--- src/rtl/iori_cmd_gen.sv ---
// Character-2 command generator: turns keyboard keycodes and hit pulses into
// animation FSM command levels/requests, closing the loop on state_out so that
// one-shot requests (attack, hurt) are held until the FSM acknowledges them.
//
// state        | meaning
// -------------+-----------------------------------------------------------
// CMD_IDLE     | no attack in flight; a fresh attack press may be accepted
// CMD_ATK_REQ  | attack requested, waiting for state_out==1 or timeout
// CMD_COOLDOWN | attack acknowledged; presses ignored until cooldown expires
//
// Both timers are down-counters loaded on entry and decremented on frame
// edges; reaching the terminal count (1 -> done) ends the wait. cooldown_active
// tracks the cooldown state itself and is not masked by the hurt priority.
module iori_cmd_gen #(
  parameter logic [7:0] KEY_LEFT    = 8'h50,
  parameter logic [7:0] KEY_RIGHT   = 8'h4F,
  parameter logic [7:0] KEY_ATTACK  = 8'h28,
  parameter logic [7:0] KEY_DEFENSE = 8'h51,
  parameter logic [7:0] ACK_TIMEOUT = 8'd8,
  parameter logic [7:0] COOLDOWN    = 8'd20
) (
  input  logic       Clk,
  input  logic       Reset_n,
  input  logic       frame_clk,
  input  logic [7:0] keycode0,
  input  logic [7:0] keycode1,
  input  logic       hit_in,
  input  logic [7:0] state_out,
  output logic       character2_attack,
  output logic       character2_move_r,
  output logic       character2_move_l,
  output logic       character2_defense,
  output logic       character2_hurt,
  output logic       cooldown_active
);

  typedef enum logic [1:0] {
    CMD_IDLE     = 2'd0,
    CMD_ATK_REQ  = 2'd1,
    CMD_COOLDOWN = 2'd2
  } cmd_state_t;

  cmd_state_t state, state_n;

  logic       frame_clk_q;
  logic       frame_edge;
  logic       key_attack_q;
  logic       hurt_pend, hurt_pend_n;
  logic [7:0] hurt_tmr, hurt_tmr_n;
  logic [7:0] atk_tmr, atk_tmr_n;

  logic key_left, key_right, key_attack, key_defense, atk_press;
  logic attack_n, move_r_n, move_l_n, defense_n, hurt_n, cooldown_n;

  assign key_left    = (keycode0 == KEY_LEFT)    | (keycode1 == KEY_LEFT);
  assign key_right   = (keycode0 == KEY_RIGHT)   | (keycode1 == KEY_RIGHT);
  assign key_attack  = (keycode0 == KEY_ATTACK)  | (keycode1 == KEY_ATTACK);
  assign key_defense = (keycode0 == KEY_DEFENSE) | (keycode1 == KEY_DEFENSE);
  assign atk_press   = key_attack & ~key_attack_q;

  // Frame-clock rising-edge detector and attack-key history.
  always_ff @(posedge Clk or negedge Reset_n) begin
    if (!Reset_n) begin
      frame_clk_q  <= 1'b0;
      frame_edge   <= 1'b0;
      key_attack_q <= 1'b0;
    end else begin
      frame_clk_q  <= frame_clk;
      frame_edge   <= frame_clk & ~frame_clk_q;
      key_attack_q <= key_attack;
    end
  end

  // Hurt latch: a new hit (re)arms the timeout, acknowledge beats timeout.
  always_comb begin
    hurt_pend_n = hurt_pend;
    hurt_tmr_n  = hurt_tmr;
    if (hit_in) begin
      hurt_pend_n = 1'b1;
      hurt_tmr_n  = ACK_TIMEOUT;
    end else if (hurt_pend) begin
      if (state_out == 8'd5) begin
        hurt_pend_n = 1'b0;
        hurt_tmr_n  = 8'd0;
      end else if (frame_edge) begin
        if (hurt_tmr <= 8'd1) begin
          hurt_pend_n = 1'b0;
          hurt_tmr_n  = 8'd0;
        end else begin
          hurt_tmr_n = hurt_tmr - 8'd1;
        end
      end
    end
  end

  // Attack FSM next state; a pending hurt aborts or blocks an attack request.
  always_comb begin
    state_n   = state;
    atk_tmr_n = atk_tmr;
    case (state)
      CMD_IDLE: begin
        if (atk_press && !hurt_pend_n && !cooldown_active) begin
          state_n   = CMD_ATK_REQ;
          atk_tmr_n = ACK_TIMEOUT;
        end
      end
      CMD_ATK_REQ: begin
        if (hurt_pend_n) begin
          state_n   = CMD_IDLE;
          atk_tmr_n = 8'd0;
        end else if (state_out == 8'd1) begin
          state_n   = CMD_COOLDOWN;
          atk_tmr_n = COOLDOWN;
        end else if (frame_edge) begin
          if (atk_tmr <= 8'd1) begin
            state_n   = CMD_IDLE;
            atk_tmr_n = 8'd0;
          end else begin
            atk_tmr_n = atk_tmr - 8'd1;
          end
        end
      end
      CMD_COOLDOWN: begin
        if (frame_edge) begin
          if (atk_tmr <= 8'd1) begin
            state_n   = CMD_IDLE;
            atk_tmr_n = 8'd0;
          end else begin
            atk_tmr_n = atk_tmr - 8'd1;
          end
        end
      end
      default: begin
        state_n   = CMD_IDLE;
        atk_tmr_n = 8'd0;
      end
    endcase
  end

  // Output priority from next-cycle state: hurt, then attack, then levels.
  always_comb begin
    attack_n   = 1'b0;
    move_r_n   = 1'b0;
    move_l_n   = 1'b0;
    defense_n  = 1'b0;
    hurt_n     = 1'b0;
    cooldown_n = (state_n == CMD_COOLDOWN);
    if (hurt_pend_n) begin
      hurt_n = 1'b1;
    end else if (state_n == CMD_ATK_REQ) begin
      attack_n = 1'b1;
    end else begin
      move_r_n  = key_right & ~key_left;
      move_l_n  = key_left & ~key_right;
      defense_n = key_defense & ~key_left & ~key_right;
    end
  end

  // State, timers and registered outputs.
  always_ff @(posedge Clk or negedge Reset_n) begin
    if (!Reset_n) begin
      state              <= CMD_IDLE;
      atk_tmr            <= 8'd0;
      hurt_pend          <= 1'b0;
      hurt_tmr           <= 8'd0;
      character2_attack  <= 1'b0;
      character2_move_r  <= 1'b0;
      character2_move_l  <= 1'b0;
      character2_defense <= 1'b0;
      character2_hurt    <= 1'b0;
      cooldown_active    <= 1'b0;
    end else begin
      state              <= state_n;
      atk_tmr            <= atk_tmr_n;
      hurt_pend          <= hurt_pend_n;
      hurt_tmr           <= hurt_tmr_n;
      character2_attack  <= attack_n;
      character2_move_r  <= move_r_n;
      character2_move_l  <= move_l_n;
      character2_defense <= defense_n;
      character2_hurt    <= hurt_n;
      cooldown_active    <= cooldown_n;
    end
  end

endmodule

--- config.mk ---
export PLATFORM = sky130hd
export DESIGN_NAME = iori_cmd_gen
export DESIGN_NICKNAME = d
export VERILOG_FILES = /design/src/rtl/iori_cmd_gen.sv
export SDC_FILE = /design/constraint.sdc
export NUM_CORES = 1
export LEC_CHECK = 0
export BUFFER_PORTS_ARGS = -buffer_cell sky130_fd_sc_hd__buf_2
export CORE_AREA = 4 4 59 61
export CTS_CLUSTER_SIZE = 20
export DETAILED_ROUTE_END_ITERATION = 16
export DIE_AREA = 0 0 63 65
export HOLD_SLACK_MARGIN = 0.06
export PLACE_DENSITY = 0.86
export SLEW_MARGIN = 20
export SYNTH_ARGS = -nofsm -noshare
export SYNTH_HDL_FRONTEND = slang
export SYNTH_SLANG_ARGS = --single-unit
--- constraint.sdc ---
create_clock -name Clk -period 3.6 [get_ports Clk]
set_input_delay 0.36 -clock Clk [delete_from_list [all_inputs] [get_ports Clk]]
set_output_delay 0.36 -clock Clk [all_outputs]
set_load 0.02 [all_outputs]
==> impl_metrics.ini <==
[status]
status = finished, final reports clean

[clock_network]
root_buffer = clkbuf_4
clkSlewWorstSetupHoldPaths_ns = 0.14
htree_levels = 1
cts_resized = 0
clk_latency_ns = 0.33
numCtsBuffers = 3
cts_buffer_depth = 2
cts_setup_buffers = 0
cts_sinks = 27
cts_tree = built

[sta]
fmax_mhz = 443
rsz0062_at_grt = no
slew-limit-headroom = 0.611
setup_viol = 0
worst_slew_pin_slew_ns = 0.579
slew_violations = 0
skew_ns = 0.00676
finalSetupTns_ns = 0
hold_viol = 0
period_minus_slack_ns = 2.26
fin_crit_sh = 0.628

[drt]
drtAntennaViolNets = 0
avgViaCountPerCell = 6.02
drc = 0
vias = 1486
drtIter0Drc = 65
drtPass1Iterations = 4
drt_wl_total_um = 3380
wl_per_cell_um = 13.7

[worst_setup_path]
cp_top_family = compound AO/OA/AOI/OAI gates
crit_type = reg2reg
timing.critical_path.buf_inv = 0
path_max_fanout = 7
cp-start-kind = flip-flop
max_stage_delay_ns = 0.48
crit_chain = nor3_1, o2111ai_1, nand3_1, o21ai_1, o311a_1, a221o_1
crit_slowest_cell = dfrtp_1
critPathArrivalTime_ns = 2.49
cp_data_required_time_ns = 3.83
endpoint_kind = flip-flop

[final_layout]
fill_cells = 266
nets = 247
synthToLayoutAreaGrowth_pct = 14.5
drive_above_1_share = 0.224
antennaDiodeCount = 0
final_util = 0.634

[place]
port_buffers = 33
gp_congestion = 0.805
hpwl_um = 2660

[synth]
synth.net_count = 209
yosysWarnings = 0
avgSynthCellArea_um2 = 9.32
yosysTopAreaCell = dfrtp_1
synth_simple_gate_area_share = 0.275
synth_area_um2 = 1650
synthCells = 177
ys_ff_latch = 27
synth_top_family_by_area = simple AND/OR/NAND/NOR gates
async_flop_share = 1.00
yosys.area_share.adder = 0.0303
synth_area_leaders = dfrtp_1 41%, nor2_1 4.8%, nand2_1 4.3%
synth.top_cell.area_share = 0.410
yosysSeqAreaShare = 0.410
synth_ff_type = dfrtp_1
synth_compound_area_frac = 0.247
synth_cell_types = 55
synth_mux_area_frac = 0.0129
synth_edf_count = 0
synth_xor_area_frac = 0.00531

[die]
die_y_um = 65
fp.dieW_um = 63
core_um2 = 2980
ioPinCount = 34
core.rowCount = 20
start_util = 0.554
dieArea_um2 = 4100

[pwr]
total_leakage_power_nw = 0.824
powerDensity_nw_per_um2 = 453
peakVddDrop_uv = 391

[flow_run]
cap_viol_max_count = 0

[grt]
grt_use_total = 0.180
grt_pass1_wl_um = 6010
grt_max_degree = 28
overflow = 0
antenna_found_initial = 0
grt_pass1_vias = 1483

[hold_path]
hp-class = in2reg
Yosys cell counts, types with 2 or more instances:
master / count
a211o_1: 2
a21o_1: 3
a21oi_1: 5
a22o_1: 3
a31oi_1: 2
and3_1: 3
dfrtp_1: 27
ha_1: 4
inv_1: 7
nand2_1: 19
nand2_2: 2
nand2b_1: 4
nand3_1: 5
nand3b_1: 2
nor2_1: 21
nor2b_1: 4
nor3_1: 5
nor3b_1: 3
nor4_1: 2
nor4_2: 2
nor4b_1: 3
o211ai_1: 3
o21ai_0: 6
o21ai_1: 4
o311ai_1: 2
o31ai_1: 5
placed cells by master (no fill, tap or decap), types with 2 or more instances in the layout:
cell type	count
nor3_1	5
o21ai_1	4
o21ai_0	6
nor4_2	2
inv_1	7
o211ai_1	3
o31ai_1	5
nand3b_1	2
nand2_2	2
a21o_1	3
nand2b_1	4
nand2_1	19
a211o_1	2
o311ai_1	2
nor4_1	2
a22o_1	3
and3_1	3
a31oi_1	2
clkbuf_4	3
nor2_1	21
buf_2	33
dfrtp_1	27
nor4b_1	3
nor2b_1	4
nor3b_1	3
ha_1	4
a21oi_1	5
nand3_1	5
final timing paths:
kind / from / endpoint / slack (ns) / cells after the start
setup / recovery: atk_tmr[4] / atk_tmr[6] / 1.34 / 6
min in group asynchronous: Reset_n / cooldown_active / 0.54 / 2
hold reg to reg: frame_clk_q / frame_edge / 0.41 / 1
hold / removal: frame_clk / frame_clk_q / 0.13 / 1
setup reg to reg: atk_tmr[4] / atk_tmr[6] / 1.34 / 6
max in group asynchronous: Reset_n / hurt_tmr[0] / 2.67 / 2
stage by stage:
stage               total power [mW]  instances  setup slack [ns]  hold slack (ns)  cell area (µm²)
floorplan                      0.640        177              1.56           0.0644             1650
global placement               0.717        242              1.41            0.384             1850
detailed placement             0.726        242              1.38            0.398             1850
CTS                            0.858        247              1.36            0.130             1890
global route                   0.928        247              1.11            0.116             1890
finish                         0.854        247              1.34            0.134             1890
where the power goes:
part           internal [mW]  total, mW  switching [mW]
Sequential             0.352      0.411          0.0598
Clock                 0.0435      0.132          0.0881
Combinational          0.133      0.311           0.178
registers in the layout (all words and copies together), names as in the netlist:
signal / flops
cooldown_active: 1
frame_edge: 1
character2_defense: 1
character2_move_l: 1
hurt_tmr: 8
character2_move_r: 1
atk_tmr: 8
key_attack_q: 1
state: 2
frame_clk_q: 1
character2_attack: 1
character2_hurt: 1
layout make-up:
| type | count | area [µm²] | share of cell area |
|---|---|---|---|
| multi-input cells | 141 | 940 | 0.498 |
| flip-flops and latches | 27 | 676 | 0.358 |
| repair buffers | 34 | 175 | 0.0928 |
| well taps | 33 | 41.3 | 0.0219 |
| inverters | 8 | 30.0 | 0.0159 |
| clock buffers | 4 | 26.3 | 0.0139 |
cell families after synthesis:
kind of cell | Yosys count
buf+inv | 9
simple gates | 83
fa+ha+maj | 4
flops | 27
compound gates | 51
mux | 2
xor+xnor | 1
routing by layer:
layer / global-route usage / share of wire / up-vias
li1: - / - / 740
met1: 0.212 / 0.42 / 700
met2: 0.316 / 0.50 / 38
met3: 0.0416 / 0.052 / 8
met4: 0.0716 / 0.019 / 0
met5: 0 / 0 / -
repair_timing:
action                                  in CTS  in global routing
hold buffers                                 1                  0
endpoints found under the setup margin       0                  0
endpoints found under the hold margin       27                  0
Note: power is estimated with default switching activity, not from simulation.
